==> src/rtl/vita49_pkg.sv <==
// Shared constants, FSM state type and header helpers for the VITA-49 IF Data packetiser.
package vita49_pkg;

    localparam int          C_HDR_WORDS    = 5;
    localparam logic [15:0] C_MAX_PAYLOAD  = 16'd65530;
    localparam logic [3:0]  C_PKT_TYPE     = 4'b0001;
    localparam logic [1:0]  C_TSI_UTC      = 2'b01;
    localparam logic [1:0]  C_TSF_REALTIME = 2'b10;

    typedef enum logic [1:0] {IDLE, HDR, PAY} state_t;

    function automatic logic [31:0] build_hdr(input logic [3:0] pkt_cnt, input logic [15:0] size);
        return {C_PKT_TYPE, 4'b0000, C_TSI_UTC, C_TSF_REALTIME, pkt_cnt, size};
    endfunction

    // Zero-length packets become one word; the cap keeps len+5 inside the 16-bit size field.
    function automatic logic [15:0] clamp_len(input logic [15:0] words);
        if (words == 16'd0)
            return 16'd1;
        else if (words > C_MAX_PAYLOAD)
            return C_MAX_PAYLOAD;
        else
            return words;
    endfunction

endpackage

==> src/rtl/vita49_pack_logic.sv <==
// Frames gated 32-bit samples into fixed-length VITA-49 IF Data packets:
// five prologue words followed by a zero-latency payload passthrough.
//   state | meaning
//   IDLE  | waiting for enable and a pending sample
//   HDR   | emitting prologue words 0..4, input stalled
//   PAY   | passing payload words through until len words are sent
module vita49_pack_logic
    import vita49_pkg::*;
#(
    parameter int C_AXIS_TDATA_NUM_BYTES = 4
) (
    input  logic        AXIS_ACLK,
    input  logic        AXIS_ARESETN,
    input  logic [31:0] S_AXIS_TDATA,
    input  logic [3:0]  S_AXIS_TSTRB,
    input  logic        S_AXIS_TLAST,
    input  logic        S_AXIS_TVALID,
    output logic        S_AXIS_TREADY,
    output logic [31:0] M_AXIS_TDATA,
    output logic [3:0]  M_AXIS_TSTRB,
    output logic        M_AXIS_TLAST,
    output logic        M_AXIS_TVALID,
    input  logic        M_AXIS_TREADY,
    input  logic [31:0] ctrl,
    output logic [31:0] status,
    input  logic [31:0] stream_id,
    input  logic [15:0] pkt_words,
    input  logic [31:0] tsi,
    input  logic [63:0] tsf
);

    generate
        if (C_AXIS_TDATA_NUM_BYTES != 4) begin : g_bad_width
            $error("vita49_pack_logic supports only 4-byte streams");
        end
    endgenerate

    localparam logic [2:0] HDR_LAST = 3'(C_HDR_WORDS - 1);

    logic [1:0]  ctrl_reg;
    logic [31:0] stream_id_reg, tsi_reg;
    logic [15:0] pkt_words_reg;
    logic [63:0] tsf_reg;

    state_t      state, state_nxt;
    logic [2:0]  idx;
    logic [15:0] cnt, len;
    logic [31:0] sid, ts_i;
    logic [63:0] ts_f;
    logic [3:0]  pkt_cnt;
    logic [15:0] sent_cnt;

    logic en, soft_rst, rst_eff, m_hs, pay_last;
    logic unused_inputs;

    assign en       = ctrl_reg[0];
    assign soft_rst = ctrl_reg[1];
    assign rst_eff  = !AXIS_ARESETN || soft_rst;
    assign m_hs     = M_AXIS_TVALID && M_AXIS_TREADY;
    assign pay_last = (cnt == len - 16'd1);
    assign status   = {sent_cnt, 11'd0, (state != IDLE), pkt_cnt};
    assign unused_inputs = ^{S_AXIS_TLAST, ctrl[31:2]};

    always_ff @(posedge AXIS_ACLK) begin
        if (!AXIS_ARESETN) begin
            ctrl_reg      <= '0;
            stream_id_reg <= '0;
            pkt_words_reg <= '0;
            tsi_reg       <= '0;
            tsf_reg       <= '0;
        end else begin
            ctrl_reg      <= ctrl[1:0];
            stream_id_reg <= stream_id;
            pkt_words_reg <= pkt_words;
            tsi_reg       <= tsi;
            tsf_reg       <= tsf;
        end
    end

    always_comb begin
        state_nxt     = state;
        M_AXIS_TDATA  = '0;
        M_AXIS_TSTRB  = '0;
        M_AXIS_TLAST  = 1'b0;
        M_AXIS_TVALID = 1'b0;
        S_AXIS_TREADY = 1'b0;
        // Outputs stay quiet while a soft reset is pending so nothing leaks mid-abort.
        if (!soft_rst) begin
            case (state)
                IDLE: begin
                    if (en && S_AXIS_TVALID)
                        state_nxt = HDR;
                end
                HDR: begin
                    M_AXIS_TVALID = 1'b1;
                    M_AXIS_TSTRB  = 4'hF;
                    case (idx)
                        3'd0:    M_AXIS_TDATA = build_hdr(pkt_cnt, len + 16'(C_HDR_WORDS));
                        3'd1:    M_AXIS_TDATA = sid;
                        3'd2:    M_AXIS_TDATA = ts_i;
                        3'd3:    M_AXIS_TDATA = ts_f[63:32];
                        3'd4:    M_AXIS_TDATA = ts_f[31:0];
                        default: M_AXIS_TDATA = '0;
                    endcase
                    if (M_AXIS_TREADY && idx == HDR_LAST)
                        state_nxt = PAY;
                end
                PAY: begin
                    M_AXIS_TDATA  = S_AXIS_TDATA;
                    M_AXIS_TSTRB  = S_AXIS_TSTRB;
                    M_AXIS_TVALID = S_AXIS_TVALID;
                    M_AXIS_TLAST  = pay_last;
                    S_AXIS_TREADY = M_AXIS_TREADY;
                    if (S_AXIS_TVALID && M_AXIS_TREADY && pay_last)
                        state_nxt = IDLE;
                end
                default: state_nxt = IDLE;
            endcase
        end
    end

    always_ff @(posedge AXIS_ACLK) begin
        if (rst_eff) begin
            state    <= IDLE;
            idx      <= '0;
            cnt      <= '0;
            len      <= 16'd1;
            sid      <= '0;
            ts_i     <= '0;
            ts_f     <= '0;
            pkt_cnt  <= '0;
            sent_cnt <= '0;
        end else begin
            state <= state_nxt;
            case (state)
                IDLE: begin
                    if (state_nxt == HDR) begin
                        ts_i <= tsi_reg;
                        ts_f <= tsf_reg;
                        sid  <= stream_id_reg;
                        len  <= clamp_len(pkt_words_reg);
                        idx  <= '0;
                    end
                end
                HDR: begin
                    if (m_hs) begin
                        if (idx == HDR_LAST)
                            cnt <= '0;
                        else
                            idx <= idx + 3'd1;
                    end
                end
                PAY: begin
                    if (m_hs) begin
                        if (pay_last) begin
                            pkt_cnt  <= pkt_cnt + 4'd1;
                            sent_cnt <= sent_cnt + 16'd1;
                        end else begin
                            cnt <= cnt + 16'd1;
                        end
                    end
                end
                default: ;
            endcase
        end
    end

endmodule

==> config.mk <==
export PLATFORM = sky130hd
export DESIGN_NAME = vita49_pack_logic
export DESIGN_NICKNAME = d
export VERILOG_FILES = /design/src/rtl/vita49_pkg.sv /design/src/rtl/vita49_pack_logic.sv
export SDC_FILE = /design/constraint.sdc
export NUM_CORES = 1
export LEC_CHECK = 0
export CORE_AREA = 2 2 169 171
export CTS_CLUSTER_DIAMETER = 150
export DETAILED_ROUTE_END_ITERATION = 10
export DIE_AREA = 0 0 171 173
export PLACE_DENSITY = 0.85
export SETUP_SLACK_MARGIN = 0.3
export SLEW_MARGIN = 25
export SYNTH_ARGS = -nofsm -noshare
export SYNTH_HDL_FRONTEND = slang
export SYNTH_SLANG_ARGS = --single-unit
==> constraint.sdc <==
create_clock -name AXIS_ACLK -period 4.05 [get_ports AXIS_ACLK]
set_clock_uncertainty 0.2 [all_clocks]
set_input_delay 0.405 -clock AXIS_ACLK [delete_from_list [all_inputs] [get_ports AXIS_ACLK]]
set_output_delay 0.405 -clock AXIS_ACLK [all_outputs]
set_load 0.01 [all_outputs]
Word-level counts from Yosys, hierarchy flattened
Cells that the tools add are included.
Storage, ports and cells
  logic and storage cells: 79
  output and inout bits: 71
  flip-flop bits (word level): 331
  input bits: 217
Cells by class
  add/sub/neg operators: 6
  reductions and logical operators: 17
  equal/unequal tests: 14
  magnitude comparators: 1
  mux-type cells: 27
Operator list (count)
  case mux 32 bit (5 select lines): 1
  2-to-1 mux 16 bit: 6
  case mux 32 bit (2 select lines): 1
  adder 16 x 1 -> 16 bit, second input constant: 2
  2-to-1 mux 32 bit: 1
  case mux 16 bit (2 select lines): 1
  adder 16 x 3 -> 16 bit, second input constant: 1
  equality test 16 bit: 1
  > comparator 16 bit, second input constant: 1
  logical NOT 16 bit: 1
  subtractor 16 x 1 -> 16 bit, second input constant: 1
  inequality test 2 bit, second input constant: 6
  2-to-1 mux 3 bit: 3
  2-to-1 mux 2 bit: 4
  case mux 4 bit (2 select lines): 1
  equality test 3 x 2 -> 1 bit, second input constant: 2
  case mux 2 bit (3 select lines): 1
  case mux 3 bit (2 select lines): 1
  nonzero test 2 bit: 3
  logical AND 1 bit: 5
  2-to-1 mux 1 bit: 5
  AND reduction 5 bit: 1
  adder 4 x 1 -> 4 bit, second input constant: 1
  equality test 2 x 1 -> 1 bit, second input constant: 2
  13 further kinds: 13

Depth between registers and ports, before layout
  depth in word-level cells: 9
  gate-level depth with buffers: 14
  gate-level depth less buffers: 10

Worst setup path after synthesis
Ideal clock, no wire load.
  path kind: register -> register
  start: register len[0]
  end: register sent_cnt[14]
  arrival: 3308 ps
  setup slack: 483 ps
  data required time: 3791 ps
  path buffers: 3
  stages on the path, launching flop included: 14
  clock period less this slack: 3567 ps
  library setup time: 59 ps
  cell sequence: dfxtp_1 > buf_6 > inv_1 > ha_1 > buf_2 > or3b_2 > nor4_2 > xnor2_1 > a211oi_2 > nand4_2 > or4_4 > buf_6 > or4_1 > nand2_1
On the way
  longest elaborated chain between the ends: 3
RTL lines
  start: declaration: line vita49_pack_logic.sv:47  | logic [15:0] cnt, len;
  start signal: assignment: line vita49_pack_logic.sv:141  | len <= clamp_len(pkt_words_reg);
  subtractor 16 x 1 -> 16 bit: line vita49_pack_logic.sv:60  | assign pay_last = (cnt == len - 16'd1);
  equality test 16 bit: line vita49_pack_logic.sv:60
  AND reduction 3 bit (no source line)
  end signal: assignment: line vita49_pack_logic.sv:157  | sent_cnt <= sent_cnt + 16'd1;
  end: declaration: line vita49_pack_logic.sv:51  | logic [15:0] sent_cnt;
Every way passes these cells.
A chain may end at the register's enable or synchronous reset.

Worst setup path in the final report
  start: register len[4]
  end: register ts_i[17]
On the way
  longest elaborated chain between the ends: 8
RTL lines
  subtractor 16 x 1 -> 16 bit: line vita49_pack_logic.sv:60
  equality test 16 bit: line vita49_pack_logic.sv:60
  logical AND 1 bit: line vita49_pack_logic.sv:114  | if (S_AXIS_TVALID && M_AXIS_TREADY && pay_last)
  2-to-1 mux 2 bit: line vita49_pack_logic.sv:114
  case mux 2 bit (3 select lines): line vita49_pack_logic.sv:89  | case (state)
  2-to-1 mux 2 bit: line vita49_pack_logic.sv:88  | if (!soft_rst) begin
  equality test 2 x 1 -> 1 bit: line vita49_pack_logic.sv:137  | if (state_nxt == HDR) begin
  AND reduction 2 bit (no source line)
  end signal: assignment: line vita49_pack_logic.sv:138  | ts_i <= tsi_reg;
  end: declaration: line vita49_pack_logic.sv:48  | logic [31:0] sid, ts_i;
Every way passes these cells.

==> impl_metrics.env <==
export IMPL_synth_seq_cells=331
export IMPL_worst_pin_slew_ns=0.825
export IMPL_drv_slew=0
export IMPL_mostFrequentLayoutCells="dfxtp_1 (327), clkdlybuf4s50_1 (241), nor2_1 (215), and2_1 (149), mux2i_1 (144)"
export IMPL_fp_dieH_microns=173
export IMPL_final_common_cell="dfxtp_1"
export IMPL_wl_per_cell_microns=18.4
export IMPL_firstDrtPassIters=7
export IMPL_reg2regPathDepth=11
export IMPL_rrSetupSlack_ns=0.30
export IMPL_clockBufferDepth=3
export IMPL_cp_endpoint="ts_i[17]$_SDFFE_PP0P_"
export IMPL_crit_path_max_fanout=17
export IMPL_wl_mm=37.9
export IMPL_avgSynthCellArea_sq_um=9.49
export IMPL_ir_worst_vdd_mv=0.298
export IMPL_fp_dieW_microns=171
export IMPL_leakage_uw=0.00643
export IMPL_synth_warnings=0
export IMPL_synth_area_sq_um=13600
export IMPL_layout_nets=1889
export IMPL_worstReg2RegStart="len[4]$_SDFFE_PP0P_"
export IMPL_pre_cts_ws_ns=0.139
export IMPL_grt_ovfl_total=0
export IMPL_rsz0062_at_grt="true"
export IMPL_top_usage_layer="met2"
export IMPL_root_buffer="clkbuf_16"
export IMPL_initial_core_util=0.493
export IMPL_core_sq_um=27600
export IMPL_cpPeakStageDelay_ns=0.60
export IMPL_synth_largest_area_cell="dfxtp_1"
export IMPL_finalHoldViolCount=0
export IMPL_grt_usage=0.249
export IMPL_synth_top_area_frac=0.486
export IMPL_synth_edf_count=0
export IMPL_outcome="completed"
export IMPL_crit_type="flop to flop"
export IMPL_num_rows=61
export IMPL_vias=11300
export IMPL_worstPathCellList="or4_4 > or4_1 > o211a_1 > a311o_2 > buf_4 > a41o_1 > nor2_4 > buf_12 > bufbuf_16 > mux2i_1 > nor2_1"
export IMPL_critPathTopFamily="simple AND/OR/NAND/NOR gates"
export IMPL_reg2reg_to="ts_i[17]$_SDFFE_PP0P_"
export IMPL_worstSetupStartpointType="flop"
export IMPL_cp_required_ns=4.26
export IMPL_grt_max_degree=143
export IMPL_finalSetupTns_ns=0
export IMPL_first_global_vias=11200
export IMPL_fin_ws_ns=0.302
export IMPL_critical_path_arrival_ns=3.96
export IMPL_setup_viol=0
export IMPL_holdPathStages=2
export IMPL_hold_class="input pin to flop"
export IMPL_area_growth_pct=29.8
export IMPL_slew_headroom=0.450
export IMPL_netlist_instances=1437
export IMPL_clk_pin_slew_ns=0.07
export IMPL_numCtsBuffers=31
export IMPL_clock_sinks=331
export IMPL_period_needed_ns=3.75
export IMPL_endpoint_kind="flop"
export IMPL_htree_levels=1
export IMPL_critPathBufInv=3
export IMPL_antenna_found_initial=3
export IMPL_ant_nets=0
export IMPL_grt_use_met3=0.0446
export IMPL_drt_iter0_markers=946
export IMPL_power_density_nw_per_um2=399
export IMPL_clkLatencyLatePin_ns=0.54
export IMPL_portBuffers=245
export IMPL_cap_violations=0
export IMPL_ys_top_cells_by_area="dfxtp_1 (49%), mux2i_1 (11%), and2_1 (6.8%), nor2_1 (5.9%), a22oi_1 (3.4%)"
export IMPL_via_per_inst=5.48
export IMPL_drive_gt1_frac=0.0822
export IMPL_cts_tree="built"
export IMPL_synthFlopType="dfxtp_1"
export IMPL_fin_crit_sh=0.925
export IMPL_cp_depth=11
export IMPL_drc=0
export IMPL_grt_pass1_wl_mm=59.3
export IMPL_whs_ns=0.236
export IMPL_gp_congestion=0.859
export IMPL_max_freq_ghz=0.267
export IMPL_synth_distinct_cells=72
export IMPL_met2_usage=0.424
export IMPL_die_area_sq_um=29600
export IMPL_dp_hpwl_mm=25.8
export IMPL_startpoint="len[4]$_SDFFE_PP0P_"
export IMPL_async_reset_ff_frac=0
export IMPL_slowest_stage="or4_4"
export IMPL_seq_area_frac_synth=0.486
export IMPL_ios=288
export IMPL_met1_usage=0.310
-- timing repair --
item	CTS	global route
gates cloned	2	1
pin swaps	4	5
setup buffers	4	1
endpoints found under the setup margin	102	103
hold buffers	1	0
endpoints found under the hold margin	4	0
resized for setup	13	22
-- metal layers --
| layer | share of wire | wire length (microns) |
|---|---|---|
| met1 | 0.41 | 15600 |
| met2 | 0.49 | 18500 |
| met3 | 0.068 | 2580 |
| met4 | 0.035 | 1320 |
| met5 | 0 | 0 |
-- cell type report --
cell class	instances	area, sq um
Antenna cell	3	7.51
Sequential cell	331	6630
Inverter	17	63.8
Timing Repair Buffer	296	2990
Clock buffer	43	891
Clock inverter	10	135
Tap cell	378	473
Multi-Input combinational cell	981	6500
Fill cell	2214	9930
-- kinds of logic (layout without fill, tap and decap cells) --
| kind of cell | after synthesis | count (layout) | share of synthesized area |
|---|---|---|---|
| AOI/OAI and AO/OA | 206 | 206 | 0.105 |
| adders and majority gates | 14 | 14 | 0.0129 |
| xor gates and xnor gates | 56 | 56 | 0.0360 |
| other | 1 | 14 | 0.000275 |
| muxes | 146 | 146 | 0.107 |
| DFF | 331 | 331 | 0.486 |
| and+or+nand+nor | 547 | 548 | 0.205 |
| buffers and inverters | 136 | 366 | 0.0472 |
-- power by group --
| part | internal, uW | leakage, uW | switching [uW] |
|---|---|---|---|
| Combinational | 393 | 0.00322 | 335 |
| Clock | 1720 | 0.000505 | 1200 |
| Sequential | 3370 | 0.00271 | 52.9 |
| Total | 5480 | 0.00643 | 1580 |
-- worst reg2reg max path: cells and delay by family, from the launching register on --
family | cells | cell delay (ns)
muxes | 1 | 0.22
buffers and inverters | 3 | 0.71
and+or+nand+nor | 4 | 1.35
AOI/OAI and AO/OA | 3 | 0.82
DFF | 1 | 0.32
-- metrics by stage --
| step | power (uW) | util | area, sq um | cells |
|---|---|---|---|---|
| 2_1_floorplan | 3870 | - | 13700 | 1447 |
| 3_3_place_gp | 4150 | 0.594 | 16400 | 1994 |
| 3_5_place_dp | 4170 | 0.594 | 16400 | 1994 |
| 4_1_cts | 7080 | 0.637 | 17600 | 2054 |
| 5_1_grt | 7290 | 0.640 | 17700 | 2059 |
| 6_report | 7060 | 0.640 | 17700 | 2059 |
-- Yosys cell counts, drive strengths merged, types with 15 or more instances --
master and number:
nand2 55, buf 35, a31oi 17, nor2 216, nand3 15, and2 149
a22oi 61, xnor2 40, mux2i 144, xor2 16, inv 17, a21oi 55
nor4 21, o21ai 19, dfxtp 331, clkbuf 84, nand4 19
-- how the worst min path moves through the flow --
stage	from	endpoint	slack [ns]
6_report	stream_id[12]	stream_id_reg[12]$_SDFF_PN0_	0.24
5_1_grt	pkt_words[8]	pkt_words_reg[8]$_SDFF_PN0_	0.23
4_1_cts	stream_id[12]	stream_id_reg[12]$_SDFF_PN0_	0.22
3_5_place_dp	stream_id_reg[16]$_SDFF_PN0_	sid[16]$_SDFFE_PP0P_	0.25
3_3_place_gp	tsf_reg[38]$_SDFF_PN0_	ts_f[38]$_SDFFE_PP0P_	0.24
2_1_floorplan	tsf_reg[32]$_SDFF_PN0_	ts_f[32]$_SDFFE_PP0P_	0.24
Note: power is estimated with default switching activity, not from simulation.
